===== config.mk =====
export PLATFORM = sky130hd
export DESIGN_NAME = hazard_ctrl
export DESIGN_NICKNAME = d
export VERILOG_FILES = /design/src/rtl/hazard_ctrl.sv
export SDC_FILE = /design/constraint.sdc
export NUM_CORES = 1
export LEC_CHECK = 0
export CAP_MARGIN = 20
export CORE_MARGIN = 4
export CORE_UTILIZATION = 33
export DETAILED_ROUTE_END_ITERATION = 8
export GPL_TIMING_DRIVEN = 0
export PLACE_DENSITY_LB_ADDON = 0.05
export SETUP_SLACK_MARGIN = 0.05
export SLEW_MARGIN = 20
export SYNTH_ARGS = -nofsm -noshare
export SYNTH_HDL_FRONTEND = slang
export SYNTH_SLANG_ARGS = --single-unit

===== constraint.sdc =====
create_clock -name clk -period 5.4 [get_ports clk]
set_clock_uncertainty 0.05 [all_clocks]
set_input_delay 1.35 -clock clk [delete_from_list [all_inputs] [get_ports clk]]
set_output_delay 1.35 -clock clk [all_outputs]
set_load 0.005 [all_outputs]

===== src/rtl/hazard_ctrl.sv =====
// hazard_ctrl: pipeline control for the 5-stage F/D/E/M/W core.
// Drives stage stall/flush enables, E-stage forwarding selects,
// data-memory wait sequencing with timeout, and halt drain/halted.
//
// Ports:
//   clk, reset          clock, synchronous active-high reset
//   ra1D/ra2D, ra1E/ra2E source registers in D and E
//   rdE/rdM/rdW         destination registers in E/M/W
//   mem_to_regE         E holds a load
//   reg_writeM/W        M/W write the register file
//   pc_srcE, jumpE      redirect resolved in E
//   hltD, hltW          halt instruction in D / W
//   mem_reqM, mem_ready data-memory request in M / completion
//   stallF..stallM      hold pipeline registers
//   flushD/E/W          clear F2D / D2E / M2W registers
//   forwardAE/BE        00 regfile, 01 resultW, 10 alu_outM
//   halted, mem_err     core halted / sticky memory timeout
//   stall_cnt, flush_cnt, memwait_cnt  performance counters
//
// Optional: define HAZARD_PERF_EN to build saturating performance
// counters; otherwise the counter ports are tied to zero.

module hazard_ctrl #(
    parameter int MEM_TIMEOUT = 16,
    parameter int CNT_W       = 32
) (
    input  logic             clk,
    input  logic             reset,
    input  logic [4:0]       ra1D,
    input  logic [4:0]       ra2D,
    input  logic [4:0]       ra1E,
    input  logic [4:0]       ra2E,
    input  logic [4:0]       rdE,
    input  logic [4:0]       rdM,
    input  logic [4:0]       rdW,
    input  logic             mem_to_regE,
    input  logic             reg_writeM,
    input  logic             reg_writeW,
    input  logic             pc_srcE,
    input  logic             jumpE,
    input  logic             hltD,
    input  logic             hltW,
    input  logic             mem_reqM,
    input  logic             mem_ready,
    output logic             stallF,
    output logic             stallD,
    output logic             stallE,
    output logic             stallM,
    output logic             flushD,
    output logic             flushE,
    output logic             flushW,
    output logic [1:0]       forwardAE,
    output logic [1:0]       forwardBE,
    output logic             halted,
    output logic             mem_err,
    output logic [CNT_W-1:0] stall_cnt,
    output logic [CNT_W-1:0] flush_cnt,
    output logic [CNT_W-1:0] memwait_cnt
);

    localparam int WAIT_W = $clog2(MEM_TIMEOUT + 1);
    localparam logic [WAIT_W-1:0] WAIT_LAST = WAIT_W'(MEM_TIMEOUT - 1);

    typedef enum logic [1:0] {
        RUN,
        MEM_WAIT,
        DRAIN,
        HALTED
    } state_t;

    state_t            state;
    state_t            stateNext;
    logic [WAIT_W-1:0] waitCnt;
    logic [WAIT_W-1:0] waitCntNext;
    logic              memErrNext;
    logic              mw;
    logic              ctrlChange;
    logic              loadUse;

    function automatic logic [1:0] fwdSel(input logic [4:0] ra);
        if (reg_writeM && rdM != 5'd0 && rdM == ra)
            return 2'b10;
        else if (reg_writeW && rdW != 5'd0 && rdW == ra)
            return 2'b01;
        else
            return 2'b00;
    endfunction

    assign forwardAE = fwdSel(ra1E);
    assign forwardBE = fwdSel(ra2E);

    // Waits are honoured while draining too; only HALTED ignores them.
    assign mw = (state != HALTED) & mem_reqM & ~mem_ready;

    assign ctrlChange = pc_srcE | jumpE;
    assign loadUse = mem_to_regE & (rdE != 5'd0)
                   & ((rdE == ra1D) | (rdE == ra2D));

    assign halted = (state == HALTED);

    always_comb begin
        stallF      = 1'b0;
        stallD      = 1'b0;
        stallE      = 1'b0;
        stallM      = 1'b0;
        flushD      = 1'b0;
        flushE      = 1'b0;
        flushW      = 1'b0;
        stateNext   = state;
        waitCntNext = waitCnt;
        memErrNext  = mem_err;
        unique case (state)
            HALTED: begin
                stallF = 1'b1;
                stallD = 1'b1;
                stallE = 1'b1;
                stallM = 1'b1;
                flushW = 1'b1;
            end
            default: begin
                if (mw) begin
                    // M holds; W gets a bubble while the access is pending.
                    stallF = 1'b1;
                    stallD = 1'b1;
                    stallE = 1'b1;
                    stallM = 1'b1;
                    flushW = 1'b1;
                    if (waitCnt == WAIT_LAST) begin
                        stateNext  = HALTED;
                        memErrNext = 1'b1;
                    end else begin
                        waitCntNext = waitCnt + WAIT_W'(1);
                        if (state == RUN)
                            stateNext = MEM_WAIT;
                    end
                end else begin
                    waitCntNext = '0;
                    if (state == DRAIN) begin
                        stallF = 1'b1;
                        flushD = 1'b1;
                        if (hltW)
                            stateNext = HALTED;
                    end else begin
                        // The completing MEM_WAIT cycle acts like RUN so a
                        // halt held in D during the wait is not lost.
                        stateNext = RUN;
                        if (ctrlChange) begin
                            flushD = 1'b1;
                            flushE = 1'b1;
                        end else if (loadUse) begin
                            stallF = 1'b1;
                            stallD = 1'b1;
                            flushE = 1'b1;
                        end else if (hltD) begin
                            stateNext = DRAIN;
                        end
                    end
                end
            end
        endcase
    end

    always_ff @(posedge clk) begin
        if (reset) begin
            state   <= RUN;
            waitCnt <= '0;
            mem_err <= 1'b0;
        end else begin
            state   <= stateNext;
            waitCnt <= waitCntNext;
            mem_err <= memErrNext;
        end
    end

`ifdef HAZARD_PERF_EN
    logic countEn;
    logic ctrlFlush;

    assign countEn   = (state != HALTED);
    assign ctrlFlush = countEn & ~mw & (state != DRAIN) & ctrlChange;

    always_ff @(posedge clk) begin
        if (reset) begin
            stall_cnt   <= '0;
            flush_cnt   <= '0;
            memwait_cnt <= '0;
        end else if (countEn) begin
            if (stallF && !(&stall_cnt))
                stall_cnt <= stall_cnt + CNT_W'(1);
            if (ctrlFlush && !(&flush_cnt))
                flush_cnt <= flush_cnt + CNT_W'(1);
            if (mw && !(&memwait_cnt))
                memwait_cnt <= memwait_cnt + CNT_W'(1);
        end
    end
`else
    assign stall_cnt   = '0;
    assign flush_cnt   = '0;
    assign memwait_cnt = '0;
`endif

endmodule


Yosys cells after proc, flatten, opt, wreduce, memory -nomap -nowiden
Cells that the tools add are included.

Register bits after elaboration: 8. Output and inout port bits: 109. Input port bits: 46.

Bitwise operators: 8. Multiplexer cells: 32. Add/subtract/negate cells: 1. Eq/ne operators: 13. Reductions and logical operators: 13.

Operators by type and width (count): $eq 5x5->1 (6); $mux 1 (20); $mux 2 (10); $reduce_bool 5->1 (3); $mux 5 (2); $logic_and 1x1->1 (6); $reduce_and 3->1 (2); $add 5x1->5 const B (1); $eq 5x4->1 const B (1); $and 1x1->1 (4); $eq 2x2->1 const B (2); $ne 2x2->1 const B (2); $ne 3x1->1 const B (1); $ne 3x3->1 const B (1); $logic_not 2->1 (1); $not 1->1 (2); $or 1x1->1 (2); $reduce_and 2->1 (1).

Logic depth before layout (Yosys ltp)
Gate-level depths: netlist of the first run.

Word-level depth: 8. Depth in mapped cells: 7. Mapped depth without buffers: 7.

Least setup slack after synthesis of the first run
OpenSTA, ideal clock, no wires.

Kind: input-to-output. Start point: input rdM[1]. End point: output forwardAE[0]. Stages on the path: 4. Arrival: 2.390 ns. Path slack: 1.610 ns. Cell sequence: or4_1 o21ai_2 nor4_1 nor4_2.

Cells in the longest elaborated chain, start to end: 4. Elaborated cells between the ends (all ways): 5. Classes of those cells: 1 x eq/ne; 1 x mux; 3 x reduce/logical.

Ends and longest elaborated chain: from (decl) (RTL line 34) `input logic [4:0] rdM,`; $reduce_bool 5->1 (RTL line 81) `if (reg_writeM && rdM != 5'd0 && rdM == ra)`; $logic_and 1x1->1 (RTL line 81); $logic_and 1x1->1 (*) (RTL line 81); $mux 2 (*) (RTL line 81); to (decl) (RTL line 52) `output logic [1:0] forwardAE,`.

Mark *: on every way between the ends. The rest lies on a longest branch, timed or not.

Worst setup path in the final report of the first run
Start point: input rdM[1]. End point: output forwardBE[0].

Cells in the longest elaborated chain, start to end: 4. Elaborated cells between the ends (all ways): 5. Classes of those cells: 1 x eq/ne; 1 x mux; 3 x reduce/logical.

Ends and longest elaborated chain: $reduce_bool 5->1 (RTL line 81); $logic_and 1x1->1 (RTL line 81); $logic_and 1x1->1 (*) (RTL line 81); $mux 2 (*) (RTL line 81); to (decl) (RTL line 53) `output logic [1:0] forwardBE,`.

Marked as above.

==> results of run 1 <==
[kinds of logic after synthesis]
kind of cell / count (synthesis) / synth area share [%]
buf+inv: 103 / 47.7
simple gates: 42 / 15.1
xor+xnor: 30 / 16.6
compound gates: 20 / 7.92
flops: 8 / 10.1
fa+ha+maj: 2 / 1.58
other cells: 1 / 0.237
mux: 1 / 0.633
[cells in the final DEF (no fill, tap or decap), types with 2 or more instances in the layout]
master	synthesis	final
clkdlybuf4s50_1	0	57
nor2_1	9	9
o21ai_1	2	2
xnor2_1	6	6
nand2b_1	3	3
nor4_2	2	2
conb_1	1	96
inv_1	3	3
o31ai_1	2	2
xor2_1	24	24
clkbuf_8	0	3
nand2_1	6	6
dfxtp_1	8	8
nand3_1	3	3
or4_1	5	5
ha_1	2	2
a22oi_1	2	2
o21ai_0	3	3
buf_4	98	98
nor3_1	5	5
a21oi_1	6	6
nor4_1	3	3
[layout make-up]
type,count,area (sq um),share of cell area [%]
multi-input combinational,191,1020,39.1
buffer,100,743,28.4
timing repair buffer,57,571,21.8
sequential,8,160,6.13
tap,52,65.1,2.49
clock buffer,3,41.3,1.58
inverter,3,11.3,0.431
[final timing paths]
kind | cells past startpoint | from | end | slack, ns
hold / removal | 2 | mem_err | mem_err | 0.41
setup / recovery | 6 | rdM[1] | forwardBE[0] | 0.56
hold reg to reg | 2 | mem_err | mem_err | 0.41
setup reg to reg | 7 | waitCnt[0] | waitCnt[0] | 3.63
[cell usage after synthesis (2+ instances only)]
cell type,instances,area [sq um]
a22oi_1,2,15.0
inv_1,3,11.3
buf_4,98,736
nand2_1,6,22.5
ha_1,2,25.0
o21ai_0,3,15.0
dfxtp_1,8,160
xor2_1,24,210
nand2b_1,3,18.8
o31ai_1,2,15.0
nor2_1,9,33.8
xnor2_1,6,52.6
nor4_1,3,18.8
or4_1,5,37.5
nor4_2,2,25.0
nor3_1,5,25.0
o21ai_1,2,10.0
nand3_1,3,15.0
a21oi_1,6,30.0
[per-stage QoR]
step	instances	cell area (sq um)	utilization, %	total power [mW]	hold WS (ns)
after floorplan	302	1940	-	0.160	0.391
after global placement	411	2570	57.1	0.213	0.415
after global routing	414	2610	58.0	0.312	0.464
after CTS	414	2610	58.0	0.287	0.422
final	414	2610	58.0	0.290	0.415
after detailed placement	411	2570	57.1	0.214	0.413
[state kept, by name, indices dropped and copies added, names as in the netlist]
| register | count |
|---|---|
| mem_err | 1 |
| state | 2 |
| waitCnt | 5 |
[routing by layer]
layer | share of wire (%) | up-vias | global-route usage, %
met1 | 37 | 554 | 13.0
li1 | - | 797 | -
met2 | 47 | 92 | 21.9
met4 | 0.59 | 0 | 2.31
met5 | 0 | - | 0
met3 | 15 | 3 | 5.97
[worst reg2reg max path: stages, from the launching register on]
cell and delay [ns]:
dfxtp_1 0.35, ha_1 0.21, and3_1 0.18, ha_1 0.25, inv_1 0.10, o21ai_0 0.34
mux2i_1 0.13, nor2_1 0.09
[report_power, final]
part | total [mW] | switching, mW | leakage (nW) | internal [mW]
Sequential | 0.0619 | 0.00129 | 0.0649 | 0.0606
Clock | 0.0720 | 0.0237 | 0.0216 | 0.0483
Combinational | 0.156 | 0.0583 | 1.31 | 0.0975
==> impl_metrics.ini, run 1 <==
[routing]
finalWirelength_um = 3920
drtIter0Drc = 9
post_drt_via_cell_ratio = 3.49
antenna_violating_nets_post_route = 0
vias = 1446
detail_route.first_pass.iterations = 3
drcViolationCount = 0
detail_route.wl_per_cell_um = 9.46

[clock_network]
clockRootBuffer = clkbuf_8
tritoncts.num_buffers = 3
htreeDepth = 1
max-clock-path-buffers = 2
clk_pin_slew_worst_paths_ns = 0.04
cts_tree = built
hold_buffers_post_cts = 0
clock_insertion_delay_worst_skew_ns = 0.23
numClockSinks = 8
cts.repair.resized = 0
cts_setup_buffers = 0

[critical_path]
worstPathCellList = clkdlybuf4s50_1 > or4_1 > o21ai_2 > nor4_1 > nor4_2 > clkdlybuf4s50_1
crit_path_end_kind = primary output
arrival_ns = 3.44
required_ns = 4.00
cp_slowest_cell = or4_1
cpLargestDelayFamily = buffers and inverters
critical_path.most_common_cell = clkdlybuf4s50_1
cp.buffers_inverters = 2
worst-setup-path-type = in -> out
critPathMaxStageDelay_ns = 0.55
crit_fanout = 3
worst_setup_path_start_kind = input port

[synth]
synthesis.area_sq_um = 1580
syn_avg_cell_area_sq_um = 7.63
ys_warn_count = 0
async_flop_share_pct = 0
edff_count_synth = 0
ys_seq_elements = 8
synth-seq-area-share_pct = 10.1
post_synth_num_cell_types = 34
ys.flop_type = dfxtp_1
synthCells = 207

[sta]
setup_tns_ns = 0
timing_hold_violations_final = 0
worst_setup_margin_ns = 0.562
fmax_mhz = 207
grt_setup_unrepaired = false
timing.final.max_slew_violations = 0
post-route-period-util_pct = 89.6
worstMarginPinSlew_ns = 0.491
fin_crit_ns = 4.84
maxSlewHeadroom_pct = 66.9
setup_viol_count_final = 0

[placed_design]
place.gp.congestion = 0.761
port_buffers = 57
dp_hpwl_um = 3570
place_ws_ns = 0.554

[floorplanning]
core.rowCount = 24
floorplan.die_area_sq_um = 5960
chipHeight_um = 77.2
initial_core_util_pct = 35.1
horiz_die_dim_um = 77.2
floorplan.io_pins = 155
fp.coreArea_sq_um = 4500

[global_routing]
number_of_antenna_violations_at_the_first_check_in_global_routing = 0
globalRoute.totalOverflow = 0
first_global_vias = 1370
first_pass_grt_wire_length_um = 6160
largest_net_degree_at_the_start_of_global_routing = 11
global_route.usage.total_pct = 12.3

[finish]
n_antenna_cell = 0
area_growth_syn_to_layout_pct = 65.4
layout.nets = 412
fraction_of_layout_cells_with_a_size_suffix_above_1_pct = 29.0
filler_cell_count = 432

[job]
maxCapViolCount = 0

[min_path]
min-delay-path-class = reg -> reg

[power_and_ir_drop]
peakVddDrop_uv = 52.9
power-per-cell-area_nw_per_um2 = 111
p_leak_nw = 1.40

[outcome]
status = complete, no violations
No activity file was read; power rests on OpenSTA's default activity.
==> inputs of run 2 (changes only) <==
--- a/config.mk
+++ b/config.mk
@@ -10,6 +10,7 @@
 export CORE_UTILIZATION = 33
 export DETAILED_ROUTE_END_ITERATION = 8
 export GPL_TIMING_DRIVEN = 0
+export HOLD_SLACK_MARGIN = 0.1
 export PLACE_DENSITY_LB_ADDON = 0.05
 export SETUP_SLACK_MARGIN = 0.05
 export SLEW_MARGIN = 20
==> results of run 2 <==
Same layout as run 1: the final DEF is identical, and so are final timing and power.
